[config.mk]
export PLATFORM = sky130hd
export DESIGN_NAME = gnr_sim_ctrl
export DESIGN_NICKNAME = d
export VERILOG_FILES = /design/src/rtl/gnr_sim_ctrl.sv
export SDC_FILE = /design/constraint.sdc
export NUM_CORES = 1
export LEC_CHECK = 0
export BUFFER_PORTS_ARGS = -buffer_cell sky130_fd_sc_hd__clkbuf_2
export CAP_MARGIN = 40
export CELL_PAD_IN_SITES_DETAIL_PLACEMENT = 0
export CELL_PAD_IN_SITES_GLOBAL_PLACEMENT = 1
export CORE_UTILIZATION = 45
export CTS_BUF_LIST = sky130_fd_sc_hd__clkbuf_16
export CTS_CLUSTER_DIAMETER = 100
export DETAILED_ROUTE_END_ITERATION = 10
export HOLD_SLACK_MARGIN = 0.06
export PLACE_DENSITY = 0.88
export SYNTH_ARGS = -nofsm -noshare
export SYNTH_HDL_FRONTEND = slang
export SYNTH_SLANG_ARGS = --single-unit
[constraint.sdc]
create_clock -name clk -period 5.79 [get_ports clk]
set_clock_uncertainty 0.15 [all_clocks]
set_input_delay 0.8685 -clock clk [delete_from_list [all_inputs] [get_ports clk]]
set_output_delay 0.8685 -clock clk [all_outputs]
set_load 0.02 [all_outputs]
[src/rtl/gnr_sim_ctrl.sv]
// Drives an array of GNR node cells: loads an initial vector and steps the network.
// After every step it samples both tap vectors and streams them out over a valid/ready port.
module gnr_sim_ctrl #(
    parameter int unsigned N_NODES       = 8,
    parameter int unsigned STEP_W        = 16,
    parameter int unsigned S0_PULSES     = 2,
    parameter bit          STOP_ON_FIXED = 1'b1
) (
    input  logic               clk,
    input  logic               rst_n,
    input  logic               start,
    input  logic [N_NODES-1:0] init_state,
    input  logic [STEP_W-1:0]  num_steps,
    output logic               reset_nos,
    output logic [N_NODES-1:0] init_vec,
    output logic               start_s0,
    output logic               start_s1,
    input  logic [N_NODES-1:0] apc_s0,
    input  logic [N_NODES-1:0] apc_s1,
    output logic               out_valid,
    input  logic               out_ready,
    output logic [N_NODES-1:0] out_s0,
    output logic [N_NODES-1:0] out_s1,
    output logic [STEP_W-1:0]  out_step,
    output logic               out_fixed,
    output logic               busy,
    output logic               done
);

    localparam int unsigned PC_W = (S0_PULSES > 1) ? $clog2(S0_PULSES) : 1;

    typedef enum logic [2:0] {
        IDLE, INIT, CAPTURE, EMIT, PH_S0, PH_S1, DONE
    } state_t;

    state_t             state, state_d;
    logic [STEP_W-1:0]  step, step_d;
    logic [STEP_W-1:0]  num_lat, num_lat_d;
    logic [PC_W-1:0]    pcnt, pcnt_d;
    logic [N_NODES-1:0] prev_s0, prev_s0_d, prev_s1, prev_s1_d;
    logic [N_NODES-1:0] init_vec_d, out_s0_d, out_s1_d;
    logic [STEP_W-1:0]  out_step_d;
    logic               out_valid_d, out_fixed_d;

    // Next-state and next-output logic
    always_comb begin
        state_d     = state;
        step_d      = step;
        num_lat_d   = num_lat;
        pcnt_d      = '0;
        prev_s0_d   = prev_s0;
        prev_s1_d   = prev_s1;
        init_vec_d  = '0;
        out_s0_d    = out_s0;
        out_s1_d    = out_s1;
        out_step_d  = out_step;
        out_valid_d = out_valid;
        out_fixed_d = out_fixed;

        unique case (state)
            IDLE: begin
                if (start) begin
                    num_lat_d  = num_steps;
                    init_vec_d = init_state;
                    step_d     = '0;
                    state_d    = INIT;
                end
            end
            INIT: state_d = CAPTURE;
            CAPTURE: begin
                out_s0_d    = apc_s0;
                out_s1_d    = apc_s1;
                out_step_d  = step;
                out_fixed_d = (step != '0) && (apc_s0 == prev_s0) && (apc_s1 == prev_s1);
                prev_s0_d   = apc_s0;
                prev_s1_d   = apc_s1;
                out_valid_d = 1'b1;
                state_d     = EMIT;
            end
            EMIT: begin
                // Terminal compare precedes increment so the step counter never wraps
                if (out_ready) begin
                    out_valid_d = 1'b0;
                    if ((step == num_lat) || (STOP_ON_FIXED && out_fixed)) begin
                        state_d = DONE;
                    end else begin
                        step_d  = step + STEP_W'(1);
                        state_d = PH_S0;
                    end
                end
            end
            PH_S0: begin
                if (pcnt == PC_W'(S0_PULSES - 1)) begin
                    state_d = PH_S1;
                end else begin
                    pcnt_d = pcnt + PC_W'(1);
                end
            end
            PH_S1:   state_d = CAPTURE;
            DONE:    state_d = IDLE;
            default: state_d = IDLE;
        endcase
    end

    // Strobes are registered from the next state so they coincide with that state
    always_ff @(posedge clk or negedge rst_n) begin
        if (!rst_n) begin
            state     <= IDLE;
            step      <= '0;
            num_lat   <= '0;
            pcnt      <= '0;
            prev_s0   <= '0;
            prev_s1   <= '0;
            reset_nos <= 1'b0;
            init_vec  <= '0;
            start_s0  <= 1'b0;
            start_s1  <= 1'b0;
            out_valid <= 1'b0;
            out_s0    <= '0;
            out_s1    <= '0;
            out_step  <= '0;
            out_fixed <= 1'b0;
            busy      <= 1'b0;
            done      <= 1'b0;
        end else begin
            state     <= state_d;
            step      <= step_d;
            num_lat   <= num_lat_d;
            pcnt      <= pcnt_d;
            prev_s0   <= prev_s0_d;
            prev_s1   <= prev_s1_d;
            reset_nos <= (state_d == INIT);
            init_vec  <= init_vec_d;
            start_s0  <= (state_d == PH_S0);
            start_s1  <= (state_d == PH_S1);
            out_valid <= out_valid_d;
            out_s0    <= out_s0_d;
            out_s1    <= out_s1_d;
            out_step  <= out_step_d;
            out_fixed <= out_fixed_d;
            busy      <= (state_d != IDLE);
            done      <= (state_d == DONE);
        end
    end

endmodule
==> run metrics <==
clock buffer depth 2; Tot Pwr 0.00222 W; WL final 8.13 mm; crit-path max cell delay 0.51 ns; data required time of the worst path 5.86 ns; post-synth cell types 46; Power Density 471 nW/um^2; layout cells sized above 1 0.367; Starting Density 0.473; Layout Area Growth over Synthesis 19.4%; Commonest cells post-synth dfrtp_1, nand2_1, mux2_2; RSZ-0062 raised after global routing no; reg2reg end step[5]; H-tree depth 3; CP bufs+invs 3; slowest CP cell dfrtp_1; # hold bufs at CTS 0; wire length per cell 14.9 um; CTS Sinks 83; final RePlAce weighted congestion 0.780; CTS tree built; Iter 0 DRT Violations 137; clock latency on the worst-skew pair 0.34 ns; outcome completed; total track usage 0.192; Buffers on Ports 90; Seq/Total Area, Yosys 0.527; gr ovfl total 0; final hold slack 0.296 ns; Mean Syn Cell Area 11.2 um^2; count leader, synth dfrtp_1; die area 9140 um^2; routed vias 2833; delay-heaviest family, CP buffers and inverters; Peak VDD IR 0.183 mV; Max-slew headroom 0.474; CP Data Arrival Time 2.52 ns; max_cap viols 0; total negative slack 0 ns; Final #Nets 480; row count 33; initial antenna violation count 0; vias per cell 5.21; FMAX 409 MHz; endpoints failing setup 0; CP max FO 30; Die Height 95.6 um; synthesized flop and latch total 83; Tightest Pin Transition 0.789 ns; cells after synthesis 351; Syn Nets 397; final hold viol count 0; Slew Limit Fails 0; r2r setup slk 3.34 ns; Die Wd 95.6 um; Setup crit end kind flop; HP Start pcnt; Hold EP pcnt; TritonCTS Buffers 9; Pre-antenna DRT Iters 4; Final Critical Period 2.45 ns; clock-pin slew of the registers on the worst-case setup and hold paths 0.06 ns; CP Cell Sequence nor2_1 -> nand3b_1 -> buf_4 -> inv_1 -> buf_4 -> nor2_1 -> a41o_1; first-pass GRT wire length 13.1 mm; core area 8340 um^2; share of the synthesized area in the top cell type 0.527; Crit Path Category flop to flop; fill count 735; top_reg_cell synth dfrtp_1; Synth area leader dfrtp_1; post-route ant nets 0; DPL Wire Length 5.80 mm; largest net degree at the start of global routing 44; largest cells by area after synthesis dfrtp_1, mux2_2, nand2_1, xor2_1, xnor2_1; synth warn 0; Worst Hold Depth 1; I/O pin cnt 91; P_leak 2.42 nW; r2r startpoint state[0]; Startpoint Class flop; post-CTS setup buffers 0; number of global-route vias before repair 2730; ys async rst share 1.00; Root Driver clkbuf_16; HP Class flop to flop; DRC violations left 0; Antenna Cells 0; Post-CTS Resized 0; post-synthesis instance area 3940 um^2; Post-synth EDFFs 0; r2r worst-path depth 7; Final period util 0.422
[sequential cells by signal, summed over array words and instances (netlist names)]
| name | flops |
|---|---|
| busy | 1 |
| done | 1 |
| init_vec | 8 |
| num_lat | 16 |
| out_fixed | 1 |
| out_step | 16 |
| out_valid | 1 |
| pcnt | 1 |
| prev_s0 | 8 |
| prev_s1 | 8 |
| reset_nos | 1 |
| start_s0 | 1 |
| start_s1 | 1 |
| state | 3 |
| step | 16 |
[kinds of logic (layout without fill, tap and decap cells)]
| family | after synthesis | count (layout) | share of synthesized area |
|---|---|---|---|
| buf+inv | 27 | 115 | 0.0412 |
| simple gates | 141 | 141 | 0.181 |
| xor+xnor | 32 | 32 | 0.0806 |
| compound gates | 28 | 28 | 0.0574 |
| fa+ha+maj | 2 | 2 | 0.00634 |
| flops | 83 | 83 | 0.527 |
| mux | 38 | 38 | 0.107 |
[per-stage QoR]
step	setup WS [ns]	instances	instance area (um^2)	util
4_1_cts	3.34	544	4710	0.564
6_report	3.34	544	4710	0.564
5_1_grt	3.15	544	4710	0.564
3_3_place_gp	3.20	527	4410	0.529
2_1_floorplan	3.66	351	3940	-
3_5_place_dp	3.15	528	4430	0.531
[per-layer routing]
layer  up-vias  wire (um)  global-route usage
met2       110       3810               0.317
met5         -          0                   0
met1      1347       3590               0.242
li1       1367          -                   -
met4         0        122              0.0796
met3         9        607              0.0463
[placed cells by master (no fill, tap or decap), drive strengths merged, types with 10 or more instances in the layout]
cell type and n:
dfrtp 83, nand2 67, xor2 16, nor2 13, nand4 16, and2 10, xnor2 16, mux2 32
clkbuf 98
[power breakdown]
part	internal [W]	switching, W	leakage, nW	total (W)
combinational	0.000363	0.000428	1.20	0.000792
clock	0.000293	0.000233	0.136	0.000526
sequential	0.000745	0.000156	1.08	0.000900
[how the worst max path moves through the flow]
stage	to	start	slack [ns]	cells past startpoint
after floorplan	step[15]	out_ready	3.66	5
after global placement	step[6]	start	3.20	7
after detailed placement	step[5]	start	3.15	7
after CTS	step[5]	state[0]	3.34	7
after global routing	step[5]	state[0]	3.15	7
final	step[5]	state[0]	3.34	7
[area by class of cell]
| class | instances | area, um^2 | area share |
|---|---|---|---|
| multi-input cells | 241 | 1710 | 0.363 |
| inverters | 5 | 18.8 | 0.00399 |
| well taps | 105 | 131 | 0.0279 |
| repair buffers | 94 | 495 | 0.105 |
| flip-flops and latches | 83 | 2080 | 0.441 |
| clock inverters | 7 | 52.6 | 0.0112 |
| clock buffers | 9 | 225 | 0.0478 |
Power figures use the tool's default switching activity.
